$ cat src/rtl/dma_cmd_sequencer.sv
// Timed command sequencer: queues command entries and replays them as per-channel
// command-register strobes, direction levels and start addresses for NUM_CH DMA channels.
module dma_cmd_sequencer #(
    parameter int ADDR_W  = 64,
    parameter int NUM_CH  = 2,
    parameter int DEPTH   = 8,
    parameter int DELAY_W = 16
) (
    input  logic                       CLK,
    input  logic                       RESET,
    input  logic                       flush,
    input  logic                       cmd_valid,
    output logic                       cmd_ready,
    input  logic [1:0]                 cmd_op,
    input  logic [2:0]                 cmd_ch,
    input  logic [DELAY_W-1:0]         cmd_delay,
    input  logic                       cmd_wait_idle,
    input  logic                       cmd_dir,
    input  logic [ADDR_W-1:0]          cmd_addr,
    input  logic [NUM_CH-1:0]          dma_busy,
    output logic [NUM_CH-1:0]          command_reg_write,
    output logic [NUM_CH-1:0]          command_reg_continue,
    output logic [NUM_CH-1:0]          STOP,
    output logic [NUM_CH-1:0]          direction,
    output logic [NUM_CH*ADDR_W-1:0]   starting_address,
    output logic [$clog2(DEPTH+1)-1:0] fifo_level,
    output logic                       seq_idle,
    output logic                       err_badch,
    output logic [1:0]                 dbg_state
);

    localparam int PTR_W = $clog2(DEPTH);
    localparam int LVL_W = $clog2(DEPTH+1);

    localparam logic [1:0] OP_START = 2'd0;
    localparam logic [1:0] OP_CONT  = 2'd1;
    localparam logic [1:0] OP_DIR   = 2'd2;
    localparam logic [1:0] OP_STOP  = 2'd3;

    typedef enum logic [1:0] {
        S_IDLE  = 2'd0,
        S_DELAY = 2'd1,
        S_WAIT  = 2'd2,
        S_ISSUE = 2'd3
    } state_t;

    typedef struct packed {
        logic [1:0]         op;
        logic [2:0]         ch;
        logic [DELAY_W-1:0] delay;
        logic               wait_idle;
        logic               dir;
        logic [ADDR_W-1:0]  addr;
    } entry_t;

    state_t             state, state_nx;
    entry_t             mem [DEPTH];
    entry_t             head, hold;
    logic [PTR_W-1:0]   wr_ptr, rd_ptr;
    logic [LVL_W-1:0]   count;
    logic [DELAY_W-1:0] cnt;
    logic               push, pop, issue, head_bad, need_wait, busy_sel;
    logic [31:0]        head_ch32;
    logic [NUM_CH-1:0]  ch_onehot;

    // Handshake: an entry transfers on a rising edge where cmd_valid && cmd_ready
    // (and no flush); cmd_ready depends only on the current fill level.
    assign cmd_ready  = (count != LVL_W'(DEPTH));
    assign push       = cmd_valid && cmd_ready && !flush;
    assign fifo_level = count;
    assign seq_idle   = (state == S_IDLE) && (count == '0);
    assign dbg_state  = state;

    assign head      = mem[rd_ptr];
    assign head_ch32 = 32'(head.ch);
    assign head_bad  = (head_ch32 >= 32'(NUM_CH));
    assign need_wait = hold.wait_idle && ((hold.op == OP_START) || (hold.op == OP_CONT));
    assign busy_sel  = |(dma_busy & ch_onehot);

    always_comb begin
        ch_onehot = '0;
        for (int k = 0; k < NUM_CH; k++) begin
            ch_onehot[k] = (hold.ch == 3'(k));
        end
    end

    always_ff @(posedge CLK) begin
        if (push) begin
            mem[wr_ptr] <= '{op: cmd_op, ch: cmd_ch, delay: cmd_delay,
                             wait_idle: cmd_wait_idle, dir: cmd_dir, addr: cmd_addr};
        end
    end

    always_ff @(posedge CLK or negedge RESET) begin
        if (!RESET) begin
            wr_ptr <= '0;
            rd_ptr <= '0;
            count  <= '0;
        end else if (flush) begin
            wr_ptr <= '0;
            rd_ptr <= '0;
            count  <= '0;
        end else begin
            if (push) wr_ptr <= wr_ptr + PTR_W'(1);
            if (pop)  rd_ptr <= rd_ptr + PTR_W'(1);
            if (push && !pop)      count <= count + LVL_W'(1);
            else if (pop && !push) count <= count - LVL_W'(1);
        end
    end

    always_ff @(posedge CLK or negedge RESET) begin
        if (!RESET) state <= S_IDLE;
        else        state <= state_nx;
    end

    always_comb begin
        state_nx = state;
        pop      = 1'b0;
        issue    = 1'b0;
        case (state)
            S_IDLE: begin
                // Bad-channel entries are discarded at pop and never leave IDLE.
                if (count != '0) begin
                    pop = 1'b1;
                    if (!head_bad) state_nx = S_DELAY;
                end
            end
            S_DELAY: begin
                if (cnt == '0) begin
                    if (need_wait) begin
                        state_nx = S_WAIT;
                    end else begin
                        state_nx = S_ISSUE;
                        issue    = 1'b1;
                    end
                end
            end
            S_WAIT: begin
                if (!busy_sel) begin
                    state_nx = S_ISSUE;
                    issue    = 1'b1;
                end
            end
            S_ISSUE: state_nx = S_IDLE;
            default: state_nx = S_IDLE;
        endcase
        if (flush) begin
            state_nx = S_IDLE;
            pop      = 1'b0;
            issue    = 1'b0;
        end
    end

    always_ff @(posedge CLK or negedge RESET) begin
        if (!RESET) begin
            hold      <= '0;
            cnt       <= '0;
            err_badch <= 1'b0;
        end else if (flush) begin
            hold <= '0;
            cnt  <= '0;
        end else begin
            if (pop && head_bad) err_badch <= 1'b1;
            if (pop && !head_bad) begin
                hold <= head;
                cnt  <= head.delay;
            end else if (state == S_DELAY && cnt != '0) begin
                cnt <= cnt - DELAY_W'(1);
            end
        end
    end

    // Strobes rise on the same edge the FSM enters ISSUE, so they are high for the ISSUE cycle.
    always_ff @(posedge CLK or negedge RESET) begin
        if (!RESET) begin
            command_reg_write    <= '0;
            command_reg_continue <= '0;
            STOP                 <= '0;
            direction            <= '1;
            starting_address     <= '0;
        end else begin
            command_reg_write    <= '0;
            command_reg_continue <= '0;
            STOP                 <= '0;
            if (issue) begin
                case (hold.op)
                    OP_START: begin
                        command_reg_write <= ch_onehot;
                        for (int k = 0; k < NUM_CH; k++) begin
                            if (ch_onehot[k]) starting_address[k*ADDR_W +: ADDR_W] <= hold.addr;
                        end
                    end
                    OP_CONT: command_reg_continue <= ch_onehot;
                    OP_DIR: begin
                        for (int k = 0; k < NUM_CH; k++) begin
                            if (ch_onehot[k]) direction[k] <= hold.dir;
                        end
                    end
                    OP_STOP: STOP <= ch_onehot;
                    default: ;
                endcase
            end
        end
    end

endmodule

$ cat config.mk
export PLATFORM = sky130hd
export DESIGN_NAME = dma_cmd_sequencer
export DESIGN_NICKNAME = d
export VERILOG_FILES = /design/src/rtl/dma_cmd_sequencer.sv
export SDC_FILE = /design/constraint.sdc
export NUM_CORES = 1
export LEC_CHECK = 0
export ABC_AREA = 1
export CORE_ASPECT_RATIO = 1.4
export CORE_MARGIN = 5
export CORE_UTILIZATION = 63
export CTS_CLUSTER_SIZE = 12
export DETAILED_ROUTE_END_ITERATION = 8
export PLACE_DENSITY = 0.85
export SYNTH_ARGS = -nofsm -noshare
export SYNTH_HDL_FRONTEND = slang
export SYNTH_SLANG_ARGS = --single-unit
$ cat constraint.sdc
create_clock -name CLK -period 9.93 [get_ports CLK]
set_clock_uncertainty 0.1 [all_clocks]
set_input_delay 1.986 -clock CLK [delete_from_list [all_inputs] [get_ports CLK]]
set_output_delay 1.986 -clock CLK [all_outputs]
set_load 0.02 [all_outputs]
==> impl_metrics.json <==
{
  "status": "finished, final reports clean",
  "dpl_cell_area_um2": 39300,
  "routed_wl_um": 93300,
  "wl_per_cell_um": 22.9,
  "grt_pass1_vias": 25258,
  "tightest_slew_ns": 1.26,
  "arrival_ns": 5.48,
  "crit_end": "mem[7][33]",
  "cts.sinks": 932,
  "finalCritPeriodShare_pct": 53.7,
  "antenna_found_initial": 19,
  "cts_resized": 0,
  "gp_congestion": 0.864,
  "dr.pass1.iters": 6,
  "slew_headroom_pct": 15.7,
  "grt_max_degree": 140,
  "fin_nets": 3372,
  "endpoint_kind": "flip-flop",
  "grt.overflow.total": 0,
  "cts_setup_buffers": 0,
  "ff2ff_path_depth": 9,
  "numCtsBuffers": 87,
  "cts_buffer_depth": 3,
  "path_clk_slew_ns": 0.06,
  "fp.dieArea_um2": 63100,
  "area_growth_pct": 14.3,
  "rsz0062_at_grt": "no",
  "initial_core_util_pct": 63.6,
  "slew_viol_final": 0,
  "grt_pass1_wl_um": 142000,
  "peakVddDrop_mv": 0.147,
  "seq_area_frac_synth_pct": 73.2,
  "hp-start": "starting_address[85]",
  "slowest_delay_ns": 0.99,
  "r2r_start": "rd_ptr[1]",
  "holdBufCountCts": 0,
  "r2r_setup_slack_ns": 5.06,
  "rows": 104,
  "regArea_um2": 26800,
  "die_h_um": 295,
  "clock_latency_ns": 0.63,
  "multi_input_area_um2": 8560,
  "yosysTopAreaCell": "edfxtp_1",
  "stdcell_area_um2": 41800,
  "io_buffer_count": 237,
  "worst_setup_path_start_kind": "input pin",
  "syn_area_um2": 36600,
  "syn_inst": 3104,
  "vias": 25404,
  "leakagePower_nw": 15.7,
  "powerDensity_nw_per_um2": 238,
  "vias_per_cell": 6.24,
  "holdCritPathClass": "reg -> reg",
  "fill_cells": 3461,
  "final_core_util_pct": 72.7,
  "crit_slowest_cell": "nor2_4",
  "synth.distinct_cells": 36,
  "ys_warn_count": 0,
  "synth_top_area_share_pct": 57.1,
  "mappedNetlistNets": 3207,
  "r2r-end": "hold[19]",
  "path_depth": 7,
  "synth.area.top_cells": "edfxtp_1 (57%), dfrtp_1 (16%), nand2_1 (7.1%)",
  "ys_seq_elements": 932,
  "drc": 0,
  "min_period_ns": 5.33,
  "criticalPathCategory": "in -> reg",
  "required_ns": 10.08,
  "die_x_um": 214,
  "drive_gt1_share_pct": 4.67,
  "grt_usage_pct": 29.3,
  "place_hpwl_um": 54600,
  "critPathBufInv": 4,
  "critPathLaunch": "flush",
  "avgSynthCellArea_um2": 11.8,
  "pin_count": 238,
  "clock.fmax_mhz": 188,
  "finalSetupTns_ns": 0,
  "critical_path.top_delay_family": "buffers and inverters",
  "cap_violations": 0,
  "htree_levels": 3,
  "cts_root_buf": "clkbuf_16",
  "setup_viol": 0,
  "path_max_fanout": 56,
  "ant_nets": 0,
  "fp.coreArea_um2": 57500,
  "drtIter0Drc": 3710,
  "crit_chain": "clkdlybuf4s50_1 > inv_2 > nand3_1 > inv_1 > nand2_1 > nor2_4 > buf_4",
  "cts_tree": "built",
  "hold_viol": 0
}
==> cell type report <==
| class | count | share of cell area [%] |
|---|---|---|
| timing repair buffer | 264 | 6.17 |
| tap | 742 | 2.22 |
| clock inverter | 2 | 0.0598 |
| sequential | 932 | 64.1 |
| inverter | 106 | 0.975 |
| clock buffer | 135 | 5.91 |
| antenna | 12 | 0.0718 |
| multi-input combinational | 1878 | 20.5 |
==> logic make-up after synthesis <==
family / after synthesis / share of synthesized area (%)
buffers and inverters: 294 / 3.55
AOI/OAI and AO/OA: 582 / 8.62
and+or+nand+nor: 1274 / 13.9
adders and majority gates: 10 / 0.362
xor gates and xnor gates: 12 / 0.287
DFF: 932 / 73.2
==> metal layers <==
layer | track usage, % | share of wire (%) | vias to the layer above | wire [um]
met3 | 5.46 | 10 | 236 | 9380
met1 | 38.7 | 36 | 12342 | 33700
met4 | 12.4 | 3.8 | 16 | 3550
li1 | - | - | 11145 | -
met5 | 0 | 0.12 | - | 109
met2 | 48.3 | 50 | 1665 | 46600
==> cells in the final DEF (no fill, tap or decap), drive strengths merged, types with 10 or more instances in the layout <==
cell,netlist,layout
buf,99,28
clkbuf,89,135
clkdlybuf4s50,0,236
dfrtp,234,234
diode,0,12
edfxtp,696,696
inv,106,105
nand2,695,695
nand3,192,192
nor2,375,375
o211ai,10,10
o21ai,416,416
o22ai,132,132
o31ai,12,12
==> report_power, final <==
part | internal [W] | switching (W) | leakage (nW)
clock network | 0.00170 | 0.00133 | 1.20
logic | 0.000639 | 0.00161 | 4.95
registers | 0.00447 | 0.000224 | 9.52
total | 0.00680 | 0.00317 | 15.7
==> flip-flops by register name (all words and copies together) (netlist names), 2 cells and up <==
signal and count:
cnt 16, STOP 2, command_reg_write 2, command_reg_continue 2
hold 71, starting_address 128, mem 696, rd_ptr 3
dbg_state 2, direction 2, fifo_level 4, wr_ptr 3
==> synth_stat cells, drive strengths merged <==
cell       n
edfxtp   696
nand2    695
o21ai    416
nor2     375
dfrtp    234
nand3    192
o22ai    132
inv      106
buf       99
clkbuf    89
o31ai     12
o211ai    10
a21oi      9
ha         9
xor2       9
nor3       6
nand4      4
xnor2      3
dfstp      2
nand3b     2
o2111ai    2
fa         1
o21bai     1
==> per-stage QoR <==
step,setup slack (ns),cells,power (W),hold slack [ns]
2_1_floorplan,3.22,3104,0.00618,0.352
3_3_place_gp,4.22,3922,0.00680,0.358
3_5_place_dp,4.10,3922,0.00692,0.359
4_1_cts,4.69,4059,0.00993,0.374
5_1_grt,4.47,4066,0.0104,0.391
6_report,4.60,4071,0.00997,0.372
==> worst reg2reg max path: cells and delay by family, from the launching register on <==
| kind | cells | cell delay [ns] |
|---|---|---|
| buffers and inverters | 2 | 1.51 |
| AOI/OAI and AO/OA | 1 | 0.09 |
| and+or+nand+nor | 6 | 2.12 |
| DFF | 1 | 0.92 |
==> worst min-delay path by stage <==
stage,endpoint,slack (ns),depth (start not counted)
after floorplan,hold[65],0.35,2
after global placement,starting_address[68],0.36,2
after detailed placement,starting_address[85],0.36,2
after CTS,starting_address[85],0.37,2
after global routing,starting_address[102],0.39,2
final,starting_address[85],0.37,2
Note: power is estimated with default switching activity, not from simulation.
